$ cat config.mk
export PLATFORM = sky130hd
export DESIGN_NAME = imm_gen_stage
export DESIGN_NICKNAME = d
export VERILOG_FILES = /design/src/rtl/imm_gen_pkg.sv /design/src/rtl/imm_decode.sv /design/src/rtl/imm_gen_stage.sv
export SDC_FILE = /design/constraint.sdc
export NUM_CORES = 1
export LEC_CHECK = 0
export CAP_MARGIN = 10
export CELL_PAD_IN_SITES_DETAIL_PLACEMENT = 0
export CELL_PAD_IN_SITES_GLOBAL_PLACEMENT = 1
export CORE_UTILIZATION = 35
export CTS_BUF_LIST = sky130_fd_sc_hd__clkbuf_4
export CTS_CLUSTER_DIAMETER = 100
export DETAILED_ROUTE_END_ITERATION = 7
export PLACE_DENSITY = 0.85
export SETUP_SLACK_MARGIN = 0.4
export SKIP_LAST_GASP = 1
export SYNTH_ARGS = -nofsm -noshare
export SYNTH_HDL_FRONTEND = slang
export SYNTH_HIERARCHICAL = 1
export SYNTH_SLANG_ARGS = --single-unit
export TNS_END_PERCENT = 5
$ cat constraint.sdc
create_clock -name clk -period 2.1 [get_ports clk]
set_clock_uncertainty 0.2 [all_clocks]
set_input_delay 0.42 -clock clk [delete_from_list [all_inputs] [get_ports clk]]
set_output_delay 0.42 -clock clk [all_outputs]
set_load 0.05 [all_outputs]
$ cat src/rtl/imm_gen_pkg.sv
// rtl/imm_gen_pkg.sv - immediate type codes, opcodes and buffer-entry type for imm_gen_stage
package imm_gen_pkg;

  typedef enum logic [2:0] {
    IMM_NONE  = 3'b000,
    IMM_SHAMT = 3'b001,
    IMM_I     = 3'b010,
    IMM_S     = 3'b011,
    IMM_B     = 3'b100,
    IMM_U     = 3'b101,
    IMM_J     = 3'b110,
    IMM_Z     = 3'b111
  } imm_type_e;

  localparam logic [6:0] OPC_OP_IMM    = 7'b0010011;
  localparam logic [6:0] OPC_OP_IMM_32 = 7'b0011011;
  localparam logic [6:0] OPC_LOAD      = 7'b0000011;
  localparam logic [6:0] OPC_JALR      = 7'b1100111;
  localparam logic [6:0] OPC_STORE     = 7'b0100011;
  localparam logic [6:0] OPC_BRANCH    = 7'b1100011;
  localparam logic [6:0] OPC_LUI       = 7'b0110111;
  localparam logic [6:0] OPC_AUIPC     = 7'b0010111;
  localparam logic [6:0] OPC_JAL       = 7'b1101111;
  localparam logic [6:0] OPC_SYSTEM    = 7'b1110011;

  // Width-independent part of a buffered entry; imm and tag ride alongside at XLEN/TAG_W.
  typedef struct packed {
    logic [31:0] instr;
    imm_type_e   itype;
  } imm_entry_t;

endpackage

$ cat src/rtl/imm_decode.sv
// rtl/imm_decode.sv - combinational RISC-V immediate classification and extension
// Optional: IMM_GEN_CSR_IMM_EN decodes CSR*I instructions to the Z type.
module imm_decode
  import imm_gen_pkg::*;
#(
  parameter int XLEN = 32
) (
  input  logic [31:0]     instr,
  output imm_type_e       itype,
  output logic [XLEN-1:0] imm
);

  logic [2:0] funct3;
  logic       is_shift;

  assign funct3   = instr[14:12];
  assign is_shift = (funct3 == 3'b001) || (funct3 == 3'b101);

  always_comb begin
    itype = IMM_NONE;
    imm   = '0;
    case (instr[6:0])
      OPC_OP_IMM: begin
        if (is_shift) begin
          itype = IMM_SHAMT;
          imm   = (XLEN == 64) ? XLEN'(instr[25:20]) : XLEN'(instr[24:20]);
        end else begin
          itype = IMM_I;
          imm   = XLEN'($signed(instr[31:20]));
        end
      end
      OPC_OP_IMM_32: begin
        // Word-sized ops only exist on RV64; shift amount is always 5 bits here.
        if (XLEN == 64) begin
          if (is_shift) begin
            itype = IMM_SHAMT;
            imm   = XLEN'(instr[24:20]);
          end else begin
            itype = IMM_I;
            imm   = XLEN'($signed(instr[31:20]));
          end
        end
      end
      OPC_LOAD, OPC_JALR: begin
        itype = IMM_I;
        imm   = XLEN'($signed(instr[31:20]));
      end
      OPC_STORE: begin
        itype = IMM_S;
        imm   = XLEN'($signed({instr[31:25], instr[11:7]}));
      end
      OPC_BRANCH: begin
        itype = IMM_B;
        imm   = XLEN'($signed({instr[31], instr[7], instr[30:25], instr[11:8], 1'b0}));
      end
      OPC_LUI, OPC_AUIPC: begin
        itype = IMM_U;
        imm   = XLEN'($signed({instr[31:12], 12'b0}));
      end
      OPC_JAL: begin
        itype = IMM_J;
        imm   = XLEN'($signed({instr[31], instr[19:12], instr[20], instr[30:21], 1'b0}));
      end
      OPC_SYSTEM: begin
`ifdef IMM_GEN_CSR_IMM_EN
        if (funct3[2]) begin
          itype = IMM_Z;
          imm   = XLEN'(instr[19:15]);
        end else begin
          itype = IMM_I;
          imm   = XLEN'($signed(instr[31:20]));
        end
`else
        itype = IMM_I;
        imm   = XLEN'($signed(instr[31:20]));
`endif
      end
      default: begin
        itype = IMM_NONE;
        imm   = '0;
      end
    endcase
  end

endmodule

$ cat src/rtl/imm_gen_stage.sv
// rtl/imm_gen_stage.sv - registered immediate-generation stage with a 2-entry skid buffer
// Optional: IMM_GEN_CSR_IMM_EN (handled inside imm_decode).
module imm_gen_stage
  import imm_gen_pkg::*;
#(
  parameter int XLEN  = 32,
  parameter int TAG_W = 32
) (
  input  logic             clk,
  input  logic             rstN,
  input  logic             flush,
  input  logic             inValid,
  output logic             inReady,
  input  logic [31:0]      inInstr,
  input  logic [TAG_W-1:0] inTag,
  output logic             outValid,
  input  logic             outReady,
  output logic [31:0]      outInstr,
  output logic [TAG_W-1:0] outTag,
  output logic [XLEN-1:0]  outImm,
  output imm_type_e        outImmType
);

  logic [1:0]       count;
  imm_type_e        dec_type;
  logic [XLEN-1:0]  dec_imm;
  imm_entry_t       in_e;
  imm_entry_t       head_e,   spill_e;
  logic [XLEN-1:0]  head_imm, spill_imm;
  logic [TAG_W-1:0] head_tag, spill_tag;
  logic             push, pop;
  logic             load_head_in, load_head_spill, load_spill;

  imm_decode #(.XLEN(XLEN)) u_decode (
    .instr (inInstr),
    .itype (dec_type),
    .imm   (dec_imm)
  );

  assign in_e.instr = inInstr;
  assign in_e.itype = dec_type;

  assign inReady  = (count < 2'd2);
  assign outValid = (count != 2'd0);
  assign push     = inValid && inReady;
  assign pop      = outValid && outReady;

  // Head is the output register; the spill slot only fills when head is held.
  assign load_head_in    = push && ((count == 2'd0) || ((count == 2'd1) && pop));
  assign load_head_spill = pop && (count == 2'd2);
  assign load_spill      = push && !pop && (count == 2'd1);

  always_ff @(posedge clk or negedge rstN) begin
    if (!rstN) begin
      count <= 2'd0;
    end else if (flush) begin
      count <= 2'd0;
    end else if (push && !pop) begin
      count <= count + 2'd1;
    end else if (pop && !push) begin
      count <= count - 2'd1;
    end
  end

  // Payload is left untouched on flush so outputs hold their last value.
  always_ff @(posedge clk or negedge rstN) begin
    if (!rstN) begin
      head_e    <= '{instr: 32'd0, itype: IMM_NONE};
      head_imm  <= '0;
      head_tag  <= '0;
      spill_e   <= '{instr: 32'd0, itype: IMM_NONE};
      spill_imm <= '0;
      spill_tag <= '0;
    end else if (!flush) begin
      if (load_head_in) begin
        head_e   <= in_e;
        head_imm <= dec_imm;
        head_tag <= inTag;
      end else if (load_head_spill) begin
        head_e   <= spill_e;
        head_imm <= spill_imm;
        head_tag <= spill_tag;
      end
      if (load_spill) begin
        spill_e   <= in_e;
        spill_imm <= dec_imm;
        spill_tag <= inTag;
      end
    end
  end

  assign outInstr   = head_e.instr;
  assign outImmType = head_e.itype;
  assign outImm     = head_imm;
  assign outTag     = head_tag;

endmodule

* Word level (Yosys, flattened, before mapping)
Index checks and enable logic that the tools add are counted.
** Cells by class
- Add/sub/neg operators :: 2
- Magnitude comparators :: 1
- Eq/ne operators :: 13
- Muxes and demuxes :: 13
- Bitwise gates (word level) :: 1
- Reduce and logical (&&, ||, !) cells :: 20
** Operator list (count)
- $pmux 32 s6 :: 1
- $mux 32 :: 5
- $mux 35 :: 2
- $eq 7x7->1 const B :: 4
- $pmux 3 s6 :: 1
- $eq 7x5->1 const B :: 2
- $eq 7x6->1 const B :: 2
- $logic_and 1x1->1 :: 8
- $mux 2 :: 4
- $eq 7x2->1 const B :: 1
- $reduce_and 2->1 :: 2
- $reduce_bool 2->1 :: 2
- $eq 3x1->1 const B :: 1
- $eq 3x3->1 const B :: 1
- $reduce_bool 3->1 :: 1
- $reduce_or 3->1 :: 1
- $add 2x1->2 const B :: 1
- $eq 2x1->1 const B :: 1
- $eq 2x2->1 const B :: 1
- $logic_not 1->1 :: 2
- $logic_not 2->1 :: 1
- $logic_or 1x1->1 :: 2
- $lt 2x2->1 const B :: 1
- $reduce_or 2->1 :: 1
- 2 further kinds :: 2
** Word-level totals
- Flip-flop bits (word level) :: 200
- Input port bits :: 69
- Logic and storage cells :: 59

* Longest topological paths before layout
Gate-level depths: netlist (run 1).
- Word-level depth :: 7
- Mapped depth :: 9
- Depth with buffers taken out :: 7

* Modules after synthesis
The synthesis (run 1) kept the hierarchy.
** Modules (own cells, without submodules)
- imm_gen_stage :: times used 1, cells each 758, area each 8478.1 µm²
- imm_decode :: times used 1, cells each 90, area each 640.6 µm²

* Worst setup path after synthesis (run 1)
Ideal clock, no wire load.
- Path kind :: register -> register
- From :: register count[1]
- To :: register head_imm[21] (netlist: outImm[21])
- Setup time :: 0.111 ns
- Arrival :: 2.078 ns
- Slack :: -0.289 ns
- Cell stages (with the launch flop) :: 9
- Path buffers :: 3
- Clock period less this slack :: 2.389 ns
- Cells stage by stage :: dfrtp_1 inv_1 ha_1 a21oi_1 o41a_1 buf_6 buf_6 buf_6 a222oi_1
** On the way
- Elaborated cells on any way between the ends :: 14
** RTL lines
- from (decl) :: RTL line imm_gen_stage.sv:24 : logic [1:0] count;
- from (signal assigned) :: RTL line imm_gen_stage.sv:59 : count <= count + 2'd1;
- from (signal assigned) :: RTL line imm_gen_stage.sv:61 : count <= count - 2'd1;
- $lt 2x2->1 (*) :: RTL line imm_gen_stage.sv:43 : assign inReady = (count < 2'd2);
- via inReady :: RTL line imm_gen_stage.sv:13 : output logic inReady,
- $logic_and 1x1->1 (*) :: RTL line imm_gen_stage.sv:45 : assign push = inValid && inReady;
- $logic_and 1x1->1 (*) :: RTL line imm_gen_stage.sv:49 : assign load_head_in = push && ((count == 2'd0) || ((count == 2'd1) && pop));
- $reduce_bool 2->1 (no source line)
- $reduce_and 2->1 (no source line)
- to (signal assigned) :: RTL line imm_gen_stage.sv:77 : head_imm <= dec_imm;
- to (signal assigned) :: RTL line imm_gen_stage.sv:81 : head_imm <= spill_imm;
- to (decl) :: RTL line imm_gen_stage.sv:29 : logic [XLEN-1:0] head_imm, spill_imm;
Mark *: on every way through the listed nets, which the timed path passes. The rest lies on a longest branch.
A chain may end at the register's enable or synchronous reset.

* Final worst setup path (run 1)
- From :: register count[1]
- To :: register head_tag[26] (netlist: outTag[26])
** On the way
- Word-level cells in the longest chain between the ends :: 7
- Elaborated cells on any way between the ends :: 14
** Ends and longest elaborated chain
- $reduce_bool 2->1 :: RTL line imm_gen_stage.sv:44 : assign outValid = (count != 2'd0);
- $logic_and 1x1->1 :: RTL line imm_gen_stage.sv:46 : assign pop = outValid && outReady;
- $logic_and 1x1->1 :: RTL line imm_gen_stage.sv:49
- $logic_or 1x1->1 :: RTL line imm_gen_stage.sv:49
- $logic_and 1x1->1 :: RTL line imm_gen_stage.sv:49
- $reduce_bool 2->1 (no source line)
- $reduce_and 2->1 (no source line)
- to (signal assigned) :: RTL line imm_gen_stage.sv:78 : head_tag <= inTag;
- to (signal assigned) :: RTL line imm_gen_stage.sv:82 : head_tag <= spill_tag;
- to (decl) :: RTL line imm_gen_stage.sv:30 : logic [TAG_W-1:0] head_tag, spill_tag;
Several ways; a longest one is shown, not always the timed one.

==> flow_summary_export.csv, run 1 <==
group,metric,value,unit
timing,finalHoldViolCount,0,
floorplanning,pin_count,170,
critical_path,crit_start,"count[1]$_DFFE_PN0P_",
pwr,fin_total_pwr,17.89,mW
placement,pre_cts_ws,-605.4,ps
pwr,ir_drop,0.8318,mV
routing,dr.first_iter.drc_count,837,
placement,placed_area,11490,µm²
synthesis,synth_nets,920,
critical_path,crit_top_cell,"buf_12",
global_routing,groute.usage.overall,0.1853,
floorplanning,core_area,25400,µm²
timing,setup_violations,135,
global_routing,grt_pass1_wl,38180,µm
finish,drive_gt1_frac,0.2169,
min_path,min_path_type,"in -> async",
critical_path,critPathArrivalTime,2450,ps
finish,syn2layout_area_growth,32.59,%
critical_path,worstReg2RegStart,"count[1]$_DFFE_PN0P_",
timing,tightestPinTransition,509.9,ps
critical_path,cp_cell_sequence,"clkinvlp_4 -> buf_4 -> ha_4 -> a21oi_2 -> o41a_4 -> buf_12 -> buf_12 -> a222oi_1",
clock_tree,cts_buffers,17,
clock_tree,ctsRootBufferMaster,"clkbuf_4",
timing,setup_ws,-107.7,ps
floorplanning,start_util,0.3590,
global_routing,grt_pass1_vias,7121,
status,violations,"design-rule violations, negative setup slack",
run,cap_violations,0,
status,status,"finished, violations left",
floorplanning,die_h,163.4,µm
clock_tree,clock_latency,570,ps
floorplanning,die_width,163.4,µm
pwr,p_clk_frac,0.115,
clock_tree,clkTransAtPathRegs,180,ps
critical_path,required,2350,ps
routing,wl_per_cell,17.04,µm
clock_tree,clockBufferDepth,2,
critical_path,cp-endpoint,"outTag[26]$_DFFE_PN0P_",
critical_path,cp-end-kind,"register",
timing,rsz0062_at_grt,"true",
global_routing,antenna_found_initial,3,
synthesis,syn_inst,848,
critical_path,max_stage_delay,450,ps
global_routing,grt_max_degree,66,
timing,slew_headroom,0.6614,
critical_path,path_buf_inv,4,
synthesis,synth_warnings,6,
critical_path,r2r_setup_slack,-110,ps
placement,hpwl,15660,µm
pwr,p_sw,8.306,mW
synthesis,synth_seq_area_share,0.5488,
finish,final_nets,1138,
critical_path,slowest_stage,"dfrtp_1",
pwr,p_comb_frac,0.524,
critical_path,start_kind,"register",
critical_path,rr_worst_depth,8,
pwr,intPower,9.579,mW
synthesis,synth_area,9119,µm²
routing,routed_wl,24040,µm
synthesis,synth_seq_cells,200,
routing,num_vias,6961,
pwr,sw_frac_of_total,0.4644,
routing,via_per_inst,4.933,
clock_tree,cts.sinks,200,
timing,fmax,453.0,MHz
timing,post-route-period-util,1.051,
placement,dpl.cell_count,1362,
pwr,powerDensity,1479,nW/µm²
critical_path,r2r-end,"outTag[26]$_DFFE_PN0P_",
critical_path,critical_path.top_delay_family,"compound AO/OA/AOI/OAI gates",
synthesis,avgSynthCellArea,10.75,µm²
routing,dr.pass1.iters,8,
floorplanning,dieArea,26700,µm²
floorplanning,row_count,58,
clock_tree,cts_htree_levels,4,
finish,finalNonFillerCells,1411,
critical_path,cp_max_fo,5,
synthesis,ys_types,47,
timing,fin_crit,2208,ps
pwr,p_leak,6.875,nW
pwr,seqPwrFrac,0.362,
timing,maxSlewViolCount,0,
routing,drc,2,
routing,ant_nets,0,
placement,gp_congestion,0.7847,
critical_path,crit_cells,8,
global_routing,grt-ovfl-total,0,
clock_tree,cts_tree,"built",
finish,final_cell_area,12090,µm²
finish,fin_util,0.4760,
placement,portBuffers,169,
critical_path,path_class,"reg -> reg",
flip-flops by register name (all words and copies together) (netlist names):
register / flops
outImmType: 3
spill_e: 35
spill_tag: 32
outTag: 32
spill_imm: 32
outImm: 32
count: 2
outInstr: 32
cells by family (layout without fill, tap and decap cells):
kind of cell,count (synthesis),count (layout),synth area share
flops,200,200,0.5488
xor+xnor,2,2,0.003430
mux,100,100,0.1098
compound gates,144,144,0.1493
simple gates,48,48,0.03334
other cells,0,2,0
fa+ha+maj,3,3,0.004117
buf+inv,351,582,0.1512
layout by cell type (no fill, tap or decap), drive strengths merged, types with 2 or more instances in the layout:
| cell type | count |
|---|---|
| clkinv | 6 |
| ha | 3 |
| inv | 307 |
| dfrtp | 200 |
| nand2 | 7 |
| a21o | 20 |
| nor2b | 8 |
| clkdlybuf4s50 | 67 |
| nor3b | 2 |
| o21ai | 4 |
| clkinvlp | 4 |
| nand2b | 2 |
| nor3 | 2 |
| and2b | 6 |
| a2111oi | 2 |
| nor4 | 2 |
| nor2 | 12 |
| diode | 2 |
| mux2i | 100 |
| a21oi | 5 |
| a22o | 5 |
| nand3b | 2 |
| and2 | 2 |
| clkbuf | 19 |
| a222oi | 99 |
| buf | 175 |
| bufbuf | 2 |
cells in the mapped netlist, drive strengths merged:
master / number / area [µm²]
xnor3: 1 / 22.52
xnor2: 1 / 8.760
a21o: 20 / 150.1
a22o: 5 / 43.79
a31o: 1 / 8.760
o211ai: 1 / 7.510
nand3b: 2 / 15.01
o41a: 1 / 11.26
and2b: 6 / 45.04
nor2b: 8 / 52.55
a21oi: 5 / 32.53
nor3b: 2 / 20.02
dfrtp: 200 / 5005
nor3: 2 / 21.27
nor2: 12 / 45.04
o21ai: 4 / 23.77
ha: 3 / 37.54
mux2i: 100 / 1001
inv: 302 / 1134
buf: 23 / 147.6
a22oi: 1 / 7.510
a222oi: 99 / 991.0
o21bai: 1 / 7.510
nand2: 7 / 33.78
and2: 2 / 12.51
a221oi: 1 / 8.760
nor4: 2 / 18.77
o221a: 1 / 11.26
a2bb2oi: 1 / 8.760
a31oi: 1 / 12.51
clkbuf: 26 / 97.59
a2111oi: 2 / 36.29
nand4bb: 1 / 11.26
nand3: 1 / 5.000
or3: 1 / 11.26
nand2b: 2 / 12.51
layout make-up:
cell class | count | area (µm²)
Tap cell | 330 | 412.9
Sequential cell | 200 | 5005
Timing Repair Buffer | 248 | 2431
Clock inverter | 15 | 161.4
Antenna cell | 2 | 5.005
Fill cell | 2421 | 13310
Inverter | 302 | 1137
Multi-Input combinational cell | 297 | 2810
Clock buffer | 17 | 127.6
timing repair:
| item | CTS | global route |
|---|---|---|
| resized for setup | 73 | 3 |
| pin swaps | 2 | 1 |
| buffers inserted | 8 | 2 |
| endpoints found under the setup margin | 301 | 301 |
| hold buffers | 1 | 0 |
| cloned | 3 | 1 |
| endpoints found under the hold margin | 200 | 0 |
how the worst min path moves through the flow:
stage,start,cells after the start,slack [ps],end
after CTS,rstN,2,50,outTag[13]$_DFFE_PN0P_
after floorplan,rstN,0,-80,count[0]$_DFFE_PN0P_
after detailed placement,rstN,1,170,outTag[13]$_DFFE_PN0P_
after global placement,rstN,1,170,spill_tag[14]$_DFFE_PN0P_
after global routing,rstN,2,40,spill_tag[7]$_DFFE_PN0P_
final,rstN,2,100,spill_tag[14]$_DFFE_PN0P_
stage by stage:
| step | setup TNS [ps] | hold WS (ps) |
|---|---|---|
| after floorplan | -20500 | -75.59 |
| after global placement | -50780 | 174.6 |
| after detailed placement | -55830 | 170.8 |
| after CTS | -7001 | 47.24 |
| after global routing | -21100 | 42.14 |
| final | -7133 | 104.2 |
power by group through the flow:
| stage | clock (mW) | sequential [mW] | combinational (mW) |
|---|---|---|---|
| after floorplan | 0 | 9.56 | 2.97 |
| after global placement | 0 | 6.52 | 8.85 |
| after detailed placement | 0 | 6.56 | 9.01 |
| after CTS | 2.16 | 6.48 | 9.38 |
| after global routing | 2.29 | 6.67 | 10.0 |
| final | 2.05 | 6.47 | 9.37 |
metal layers:
layer / up-vias / routed length [µm] / track usage / share of wire
met3: 18 / 1644 / 0.04647 / 0.068
li1: 3257 / - / - / -
met1: 3466 / 10770 / 0.2466 / 0.45
met5: - / 0 / 0 / 0
met2: 220 / 11360 / 0.2978 / 0.47
met4: 0 / 269 / 0.05183 / 0.011
(Power assumes the default switching activity.)
==> run 2, diff against run 1 <==
--- a/config.mk
+++ b/config.mk
@@ -12,11 +12,9 @@
 export CTS_BUF_LIST = sky130_fd_sc_hd__clkbuf_4
 export CTS_CLUSTER_DIAMETER = 100
 export DETAILED_ROUTE_END_ITERATION = 7
-export PLACE_DENSITY = 0.85
+export PLACE_DENSITY = 0.88
 export SETUP_SLACK_MARGIN = 0.4
-export SKIP_LAST_GASP = 1
 export SYNTH_ARGS = -nofsm -noshare
 export SYNTH_HDL_FRONTEND = slang
-export SYNTH_HIERARCHICAL = 1
 export SYNTH_SLANG_ARGS = --single-unit
 export TNS_END_PERCENT = 5
==> run 2 against run 1 <==
  * The run ends with negative setup slack left
  * Count of clock-buffer cells in the layout up 1
  * Core utilization up 4.1 points
  * Maximum frequency down 5.3%
  * Synthesized cell count up 18%
  * Worst hold slack worse by 21 ps
  * Critical path depth down 2
  * Wire length up 8.2%
  * Area after synthesis down 3.5%
  * Global-route usage up 1.7 points
  * Power up 12%
  * Sequential share of layout area down 1.8 points
  * Via count up 14%
==> flow_summary_export.csv, run 2 <==
group,metric,value,unit
status,status,"finished, violations left",
status,violations,"negative setup slack",
synthesis,yosysTopAreaCellShare,0.5688,
critical_path,cp_cell_sequence,"clkinvlp_4 -> ha_4 -> buf_6 -> clkinvlp_4 -> buf_6 -> buf_12",
timing,tightestPinTransition,379.9,ps
synthesis,avgSynthCellArea,8.763,µm²
global_routing,grt_max_degree,49,
timing,rsz0062_at_grt,"true",
routing,dr.first_iter.drc_count,524,
run,cap_violations,0,
pwr,fin_total_pwr,20.03,mW
critical_path,critical_path.top_delay_family,"buffers and inverters",
timing,worst_hold_slack,83.34,ps
timing,fin_crit,2332,ps
finish,diodes,0,
timing,setup_violations,99,
clock_tree,clockBufferDepth,2,
synthesis,synth_warnings,0,
floorplanning,start_util,0.3597,
timing,finalHoldViolCount,0,
routing,wl_per_cell,16.58,µm
timing,post-route-period-util,1.110,
finish,fin_util,0.5173,
global_routing,grt_pass1_vias,7783,
critical_path,path_class,"reg -> out",
critical_path,path_buf_inv,5,
timing,fin_tns_setup,-9030,ps
synthesis,synth_largest_area_cell,"dfrtp_1",
timing,fmax,428.9,MHz
synthesis,async_flop_share,1.000,
clock_tree,clkTransAtPathRegs,200,ps
min_path,min_path_type,"in -> async",
global_routing,antenna_found_initial,0,
pwr,powerDensity,1583,nW/µm²
routing,routed_wl,26000,µm
synthesis,synth_area,8798,µm²
floorplanning,dieArea,25780,µm²
clock_tree,clock_latency,590,ps
finish,top_register,"spill_e",
finish,drive_gt1_frac,0.2709,
pwr,intPower,10.54,mW
floorplanning,die_width,160.6,µm
critical_path,required,1480,ps
critical_path,max_stage_delay,430,ps
timing,setup_ws,-231.6,ps
synthesis,synth_seq_cells,200,
routing,ant_nets,0,
timing,maxSlewViolCount,0,
finish,largest_register_ff_count,35,
synthesis,ys_top_cells_by_count,"nand2_1, dfrtp_1, nor2_1, a31oi_1, clkbuf_1",
synthesis,syn_inst,1004,
critical_path,rr_worst_depth,10,
placement,portBuffers,169,
pwr,p_clk_frac,0.109,
critical_path,critPathArrivalTime,1710,ps
pwr,p_comb_frac,0.563,
clock_tree,cts_tree,"built",
timing,slew_headroom,0.7462,
synthesis,synth_edf_count,0,
critical_path,cp-end-kind,"output pin",
routing,num_vias,7919,
finish,final_nets,1303,
clock_tree,cts_htree_levels,4,
global_routing,grt_pass1_wl,41360,µm
floorplanning,die_h,160.6,µm
finish,syn2layout_area_growth,43.81,%
synthesis,yosysMostFrequentCell,"nand2_1",
routing,drc,0,
synthesis,ys_types,48,
clock_tree,cts_buffers,17,
critical_path,slowest_stage,"dfrtp_1",
clock_tree,cts.sinks,200,
global_routing,grt-ovfl-total,0,
placement,gp_congestion,0.7765,
global_routing,groute.usage.overall,0.2018,
clock_tree,ctsRootBufferMaster,"clkbuf_4",
routing,via_per_inst,5.050,
finish,layout_commonest_cell,"nand2_1",
synthesis,synth_nets,1076,
floorplanning,pin_count,170,
critical_path,start_kind,"register",
routing,dr.pass1.iters,5,
critical_path,crit_cells,6,
synthesis,synthTopCellsByArea,"dfrtp_1, nand2_1, a31oi_1",
synthesis,synthFlopType,"dfrtp_1",
synthesis,synth_seq_area_share,0.5688,
floorplanning,core_area,24460,µm²
pwr,sw_frac_of_total,0.4741,
floorplanning,row_count,57,
pwr,seqPwrFrac,0.328,
pwr,ir_drop,0.9710,mV
critical_path,cp_max_fo,2,
pwr,p_sw,9.496,mW
finish,layout_common_cells,"nand2_1, dfrtp_1, buf_4, nor2_1, buf_6",
pwr,p_leak,5.833,nW
placement,hpwl,17660,µm
-- run 2: cells by family (layout without fill, tap and decap cells) --
| family | Yosys count | in the layout | share of synthesized area |
|---|---|---|---|
| mux | 1 | 1 | 0.001138 |
| simple gates | 542 | 542 | 0.2519 |
| compound gates | 173 | 173 | 0.1301 |
| flops | 200 | 200 | 0.5688 |
| buf+inv | 81 | 321 | 0.03982 |
| fa+ha+maj | 3 | 3 | 0.004267 |
| xor+xnor | 4 | 4 | 0.003983 |
-- run 2: area by class of cell --
| type | instances | area, µm² |
|---|---|---|
| Fill cell | 2234 | 11810 |
| Inverter | 4 | 22.52 |
| Clock buffer | 18 | 135.1 |
| Clock inverter | 14 | 185.2 |
| Tap cell | 324 | 405.4 |
| Multi-Input combinational cell | 723 | 3845 |
| Sequential cell | 200 | 5005 |
| Timing Repair Buffer | 285 | 3055 |
-- run 2: final timing paths --
kind,slack (ps),end,startpoint
min in group clk,170,spill_tag[16]$_DFFE_PN0P_,inTag[16]
setup reg to reg,-230,outImm[9]$_DFFE_PN0P_,count[1]$_DFFE_PN0P_
hold / removal,80,spill_e[13]$_DFFE_PN0P_,rstN
max in group asynchronous,1010,outTag[18]$_DFFE_PN0P_,rstN
setup / recovery,-230,outValid,count[1]$_DFFE_PN0P_
hold reg to reg,290,spill_e[4]$_DFFE_PN0P_,spill_e[4]$_DFFE_PN0P_
-- run 2: per-layer routing --
layer,up-vias,global-route usage,share of wire
met5,-,0,0
met4,0,0.03983,0.0079
met1,3859,0.2826,0.46
met3,15,0.03125,0.050
li1,3826,-,-
met2,219,0.3316,0.49
-- run 2: through the flow --
step	cell area [µm²]	worst slack, ps	std cells
floorplan	8944	-201.3	1004
global placement	11400	-519.8	1513
detailed placement	11400	-613.5	1513
CTS	12080	-294.1	1557
global route	12650	-354.9	1568
finish	12650	-231.6	1568
-- run 2: power groups by stage --
| stage | clock network, mW | logic (mW) | registers, mW |
|---|---|---|---|
| 3_5_place_dp | 0 | 10.1 | 6.53 |
| 5_1_grt | 2.37 | 12.1 | 6.78 |
| 4_1_cts | 2.25 | 10.7 | 6.56 |
| 6_report | 2.19 | 11.3 | 6.57 |
| 3_3_place_gp | 0 | 9.98 | 6.49 |
| 2_1_floorplan | 0 | 3.43 | 9.55 |
-- run 2: what timing repair did --
action                                  4_1_cts  5_1_grt
hold buffers                                  1        0
resized for setup                           180      110
cloned                                        0        6
endpoints found under the hold margin       200        0
pin swaps                                    10       41
endpoints found under the setup margin      300      301
buffers inserted                             11        5
-- run 2: worst reg2reg max path: stages (launching register included) --
cell        delay (ps)
dfrtp_1            430
clkinvlp_4         130
buf_4              160
ha_4               160
a21oi_2            140
or2_4              200
a21oi_4             90
buf_12             150
clkbuf_16          150
and3_1             180
a221o_1            270
